**src/rtl/axi_full_rd_burst_engine.sv**
```systemverilog
// AXI4 read master: splits a (start address, beat count) command into INCR bursts
// bounded by MAX_BURST and 4KB pages, with up to MAX_OUTST bursts in flight.
module axi_full_rd_burst_engine #(
    parameter int DATA_W    = 64,
    parameter int ADDR_W    = 32,
    parameter int ID_W      = 4,
    parameter int ARID_VAL  = 0,
    parameter int MAX_BURST = 16,
    parameter int MAX_OUTST = 4,
    parameter int LEN_W     = 16
) (
    input  logic              AXI_ACLK,
    input  logic              AXI_ARESET,
    input  logic              cmd_valid,
    output logic              cmd_ready,
    input  logic [ADDR_W-1:0] cmd_addr,
    input  logic [LEN_W-1:0]  cmd_beats,
    output logic              AXI_ARVALID,
    input  logic              AXI_ARREADY,
    output logic [ID_W-1:0]   AXI_ARID,
    output logic [ADDR_W-1:0] AXI_ARADDR,
    output logic [7:0]        AXI_ARLEN,
    output logic [2:0]        AXI_ARSIZE,
    output logic [1:0]        AXI_ARBURST,
    output logic [3:0]        AXI_ARCACHE,
    output logic [2:0]        AXI_ARPROT,
    output logic [3:0]        AXI_ARQOS,
    input  logic              AXI_RVALID,
    output logic              AXI_RREADY,
    input  logic [DATA_W-1:0] AXI_RDATA,
    input  logic [1:0]        AXI_RRESP,
    input  logic              AXI_RLAST,
    output logic              out_valid,
    input  logic              out_ready,
    output logic [DATA_W-1:0] out_data,
    output logic              out_last,
    output logic              done,
    output logic              err,
    output logic              busy
);
    localparam int BPB = DATA_W / 8;
    localparam int SZ  = $clog2(BPB);
    localparam int OW  = 4;

    typedef enum logic [1:0] {IDLE, ISSUE, DRAIN} state_t;

    state_t             state, state_nxt;
    logic [ADDR_W-1:0]  addr;
    logic [LEN_W-1:0]   remaining, total, received;
    logic [OW-1:0]      outst;
    logic [12:0]        page_room;
    logic [31:0]        beats;
    logic               cmd_hs, ar_hs, r_hs, last_burst, last_beat, final_beat;

    assign cmd_ready  = (state == IDLE) && !AXI_ARESET;
    assign cmd_hs     = cmd_valid && cmd_ready;
    assign ar_hs      = AXI_ARVALID && AXI_ARREADY;
    assign r_hs       = AXI_RVALID && out_ready;
    assign busy       = (state != IDLE);
    assign last_beat  = busy && (received == total - LEN_W'(1));
    assign final_beat = r_hs && last_beat;

    // Beats left before the 4KB page ends, in units of bus beats.
    assign page_room = (13'd4096 - {1'b0, addr[11:0]}) >> SZ;

    always_comb begin
        beats = 32'(remaining);
        if (32'(MAX_BURST) < beats) beats = 32'(MAX_BURST);
        if (32'(page_room) < beats) beats = 32'(page_room);
    end

    assign last_burst = (32'(remaining) == beats);

    assign AXI_ARVALID = (state == ISSUE) && (outst < OW'(MAX_OUTST));
    assign AXI_ARADDR  = addr;
    assign AXI_ARLEN   = 8'(beats - 32'd1);
    assign AXI_ARID    = ID_W'(ARID_VAL);
    assign AXI_ARSIZE  = 3'(SZ);
    assign AXI_ARBURST = 2'b01;
    assign AXI_ARCACHE = 4'b0011;
    assign AXI_ARPROT  = 3'b000;
    assign AXI_ARQOS   = 4'b0000;

    assign AXI_RREADY = out_ready;
    assign out_valid  = AXI_RVALID;
    assign out_data   = AXI_RDATA;
    assign out_last   = AXI_RVALID && last_beat;

    always_comb begin
        state_nxt = state;
        case (state)
            IDLE:  if (cmd_hs && cmd_beats != '0) state_nxt = ISSUE;
            ISSUE: if (ar_hs && last_burst) state_nxt = DRAIN;
            DRAIN: if (final_beat) state_nxt = IDLE;
            default: state_nxt = IDLE;
        endcase
    end

    always_ff @(posedge AXI_ACLK) begin
        if (AXI_ARESET) begin
            state     <= IDLE;
            addr      <= '0;
            remaining <= '0;
            total     <= '0;
            received  <= '0;
            outst     <= '0;
            done      <= 1'b0;
            err       <= 1'b0;
        end else begin
            state <= state_nxt;
            done  <= (cmd_hs && cmd_beats == '0) || (state == DRAIN && final_beat);

            if (cmd_hs) begin
                addr      <= (cmd_addr >> SZ) << SZ;
                remaining <= cmd_beats;
                total     <= cmd_beats;
                received  <= '0;
                err       <= 1'b0;
            end else begin
                if (r_hs && busy) begin
                    received <= received + LEN_W'(1);
                    if (AXI_RRESP != 2'b00) err <= 1'b1;
                end
                if (ar_hs) begin
                    addr      <= addr + ADDR_W'(beats << SZ);
                    remaining <= remaining - LEN_W'(beats);
                end
            end

            // A burst issued and another retired in the same cycle cancel out.
            case ({ar_hs, r_hs && AXI_RLAST})
                2'b10:   outst <= outst + OW'(1);
                2'b01:   outst <= outst - OW'(1);
                default: outst <= outst;
            endcase
        end
    end
endmodule
```
**config.mk**
```make
export PLATFORM = sky130hd
export DESIGN_NAME = axi_full_rd_burst_engine
export DESIGN_NICKNAME = d
export VERILOG_FILES = /design/src/rtl/axi_full_rd_burst_engine.sv
export SDC_FILE = /design/constraint.sdc
export NUM_CORES = 1
export LEC_CHECK = 0
export CAP_MARGIN = 0
export CORE_ASPECT_RATIO = 1.25
export CORE_MARGIN = 4
export CORE_UTILIZATION = 46
export DETAILED_ROUTE_END_ITERATION = 6
export PLACE_DENSITY = 0.82
export SETUP_SLACK_MARGIN = 0.1
export SLEW_MARGIN = 15
export SYNTH_ARGS = -nofsm -noshare
export SYNTH_HDL_FRONTEND = slang
export SYNTH_SLANG_ARGS = --single-unit
```
**constraint.sdc**
```tcl
create_clock -name AXI_ACLK -period 5.5 [get_ports AXI_ACLK]
set_input_delay 0.825 -clock AXI_ACLK [delete_from_list [all_inputs] [get_ports AXI_ACLK]]
set_output_delay 0.825 -clock AXI_ACLK [all_outputs]
set_load 0.01 [all_outputs]
```
==> results of run 1 <==
## layer usage
layer | vias up | track usage | share of wire | wire length (um)
met4 | 0 | 0.107 | 0.034 | 669
met5 | - | 0 | 0 | 0
li1 | 3238 | - | - | -
met3 | 54 | 0.0395 | 0.065 | 1270
met1 | 3150 | 0.252 | 0.40 | 7830
met2 | 235 | 0.376 | 0.50 | 9710
## registers in the layout (all words and copies together) (netlist names)
name / count
AXI_ARADDR: 29
received: 16
remaining: 16
total: 16
outst: 4
state: 2
done: 1
err: 1
## power by group
part / total [uW] / internal [uW] / switching (uW)
combinational: 1530 / 694 / 834
clock: 646 / 368 / 278
sequential: 731 / 668 / 63.4
total: 2910 / 1730 / 1180
## worst min-delay path by stage
| stage | start | endpoint | slack (ns) | cells past startpoint |
|---|---|---|---|---|
| 3_3_place_gp | err$_SDFFE_PP0P_ | err$_SDFFE_PP0P_ | 0.43 | 2 |
| 2_1_floorplan | outst[3]$_SDFFE_PP0P_ | outst[3]$_SDFFE_PP0P_ | 0.46 | 2 |
| 5_1_grt | err$_SDFFE_PP0P_ | err$_SDFFE_PP0P_ | 0.47 | 2 |
| 4_1_cts | err$_SDFFE_PP0P_ | err$_SDFFE_PP0P_ | 0.45 | 2 |
| 6_report | err$_SDFFE_PP0P_ | err$_SDFFE_PP0P_ | 0.44 | 2 |
| 3_5_place_dp | err$_SDFFE_PP0P_ | err$_SDFFE_PP0P_ | 0.44 | 2 |
## cells in the final DEF, fill, tap and decap left out, types with 9 or more instances in the layout
| cell | n |
|---|---|
| clkdlybuf4s50_1 | 97 |
| dfxtp_1 | 84 |
| nor2_1 | 68 |
| nand2_1 | 66 |
| a21oi_1 | 56 |
| ha_1 | 45 |
| o21ai_0 | 41 |
| conb_1 | 39 |
| inv_1 | 38 |
| xor2_1 | 34 |
| xnor2_1 | 30 |
| nor3_1 | 30 |
| nand3_1 | 24 |
| a22oi_1 | 18 |
| nor4_1 | 17 |
| a21o_1 | 15 |
| buf_4 | 14 |
| a22o_1 | 13 |
| a31oi_1 | 13 |
| and3_1 | 12 |
| o21a_1 | 11 |
| a211oi_1 | 10 |
| clkbuf_16 | 9 |
## layout make-up
type / instances / area [um2] / area share
timing repair buffer: 112 / 1080 / 0.134
sequential: 85 / 1700 / 0.211
clock inverter: 6 / 71.3 / 0.00885
inverter: 38 / 143 / 0.0177
tap: 182 / 228 / 0.0283
multi-input combinational: 695 / 4590 / 0.570
clock buffer: 10 / 239 / 0.0297
## kinds of logic (layout without fill, tap and decap cells)
logic type	after synthesis	count (layout)	share of synthesized area
DFF	85	85	0.241
and+or+nand+nor	299	299	0.221
AOI/OAI and AO/OA	237	237	0.224
other	2	39	0.00106
xor gates and xnor gates	65	65	0.0806
adders and majority gates	50	50	0.0917
buffers and inverters	161	166	0.134
muxes	5	5	0.00726
## timing repair
| action | 4_1_cts | 5_1_grt |
|---|---|---|
| resized for setup | 1 | 7 |
| gates cloned | 0 | 0 |
| endpoints found under the hold margin | 0 | 0 |
| setup endpoints to repair | 1 | 13 |
## worst max-delay path, delay by kind of cell, from the launching register on
family / cells / cell delay (ns)
AOI/OAI and AO/OA: 5 / 1.18
buffers and inverters: 5 / 0.95
adders and majority gates: 3 / 0.75
and+or+nand+nor: 3 / 0.57
DFF: 1 / 0.31
xor gates and xnor gates: 1 / 0.19
## stage by stage
step | total power (uW) | area (um2)
after global routing | 3100 | 8060
after global placement | 2190 | 7710
final | 2910 | 8060
after CTS | 2880 | 8030
after detailed placement | 2220 | 7710
after floorplan | 1830 | 7210
==> out/results.txt, run 1 <==
Area fraction of the dominant cell type after synthesis - 0.241
Cts hold-fix bufs - 0
PortBufs - 98
Pre-CTS setup slack - 0.291 ns
Vias per cell - 5.92
Kind of critical path - reg -> out
I/O Pins - 253
Grt ovf - 0
Worst R2R Start - AXI_ARADDR[4]$_SDFFE_PP0P_
Vias - 6,677
Worst-case reg-to-reg path depth - 20
Post-Syn Area - 7070 um2
Slowest-stage cell, CP - clkdlybuf4s50_1
Synth area leaders - dfxtp_1 24%, buf_4 9.5%, ha_1 8.3%
Max Cap Viol - 0
First-pass GRT wire length - 31.0 mm
DRC viols - 0
Initial DRC count - 435
Achievable Freq - 194 MHz
Final std cells w/o fill - 1,128
Register area share after synthesis - 0.241
FF+latch count, synth - 85
Largest net degree at the start of global routing - 58
Crit path top cell by count - inv_1
Setup violators final - 0
Ys flop type - dfxtp_1
Die Area - 17,400 um2
# H-tree levels - 3
Flop-to-flop setup slack - 0.49 ns
CP startpoint - AXI_ARADDR[4]$_SDFFE_PP0P_
Peak VDD IR - 0.261 mV
Outcome - completed
Final Critical Period - 5.15 ns
Filler Cell Count - 1,377
Chip width - 119 um
Setup crit end kind - output port
Synth cell count leaders - 89 x buf_4, 85 x dfxtp_1, 69 x nor2_1
Setup TNS - 0 ns
CP Data Required Time - 4.68 ns
Avg Cell Area, Syn - 7.82 um2
Core area - 15,000 um2
Starting Density - 0.471
Clk pin slew, worst setup/hold paths - 0.07 ns
RSZ-0062 raised after global routing - no
ANT nets after route - 0
Die H - 147 um
Slew HR - 0.256
DR WL/cell - 17.3 um
Ys async rst share - 0
Setup ws final - 0.352 ns
Post-synth cell types - 70
Power Dens Cells - 361 nW/um2
Post-synth EDFFs - 0
Final Util - 0.537
Fin nets - 1,112
CP endpoint - AXI_ARLEN[4]
# Post-CTS Setup Buffers - 0
Drt total wl - 19.5 mm
Hold Fails Final Rpt - 0
Vias in the first global route - 6,312
CTS max path bufs - 2
Area delta synth->final - 14.0%
Clock Latency Late Sink - 0.35 ns
GRT Resource Usage Total - 0.216
TritonRoute pass-1 iters - 5
CTS sink count - 85
Placed cells - 1,112
Worst path cell trace - inv_1 -> ha_2 -> inv_1 -> or2_2 -> xnor2_2 -> inv_1 -> ha_1 -> nand4_1 -> a211o_1 -> a41o_4 -> nor2_1 -> a21o_1 -> inv_1 -> ha_2 -> o22ai_1 -> a21o_1 -> clkdlybuf4s50_1
Worst slew pin tran - 1.12 ns
Total CTS buffers - 9
Max Slew Vio Count - 0
Crit Path Max Fanout - 17
Critical R2R Capture - AXI_ARADDR[24]$_SDFFE_PP0P_
Gpl congestion - 0.943
Arrival time worst endpoint - 4.32 ns
Hold WS - 0.444 ns
Leakage - 0.00321 uW
Hold crit path type - reg -> reg
Initial antenna violation count - 0
Layout cell share with drive strength beyond 1 - 0.0624
CTS tree - done
Row cnt - 50
Critical path's largest stage delay - 0.54 ns
Area leader, netlist - dfxtp_1
Post-synthesis cell count - 904
Count leader, synth - buf_4
Root buffer cell - clkbuf_16
Antenna Cells - 0
Final cycle utilization of the critical path - 0.936
Yosys warnings - 0
DP HPWL - 14.3 mm
Final Skew - 0.00972 ns
Startpoint Class - flop
Note: power is estimated with default switching activity, not from simulation.
==> run 2: changes to the inputs <==
CTS_CLUSTER_DIAMETER = 200   (was not set)
==> results of run 2 <==
The final DEF is identical to that of run 1; final timing and power are the same.
==> run 3: changes to the inputs <==
ABC_CLOCK_PERIOD_IN_PS = 5500   (was not set)
==> results of run 3 <==
The final DEF is identical to that of run 1; final timing and power are the same.
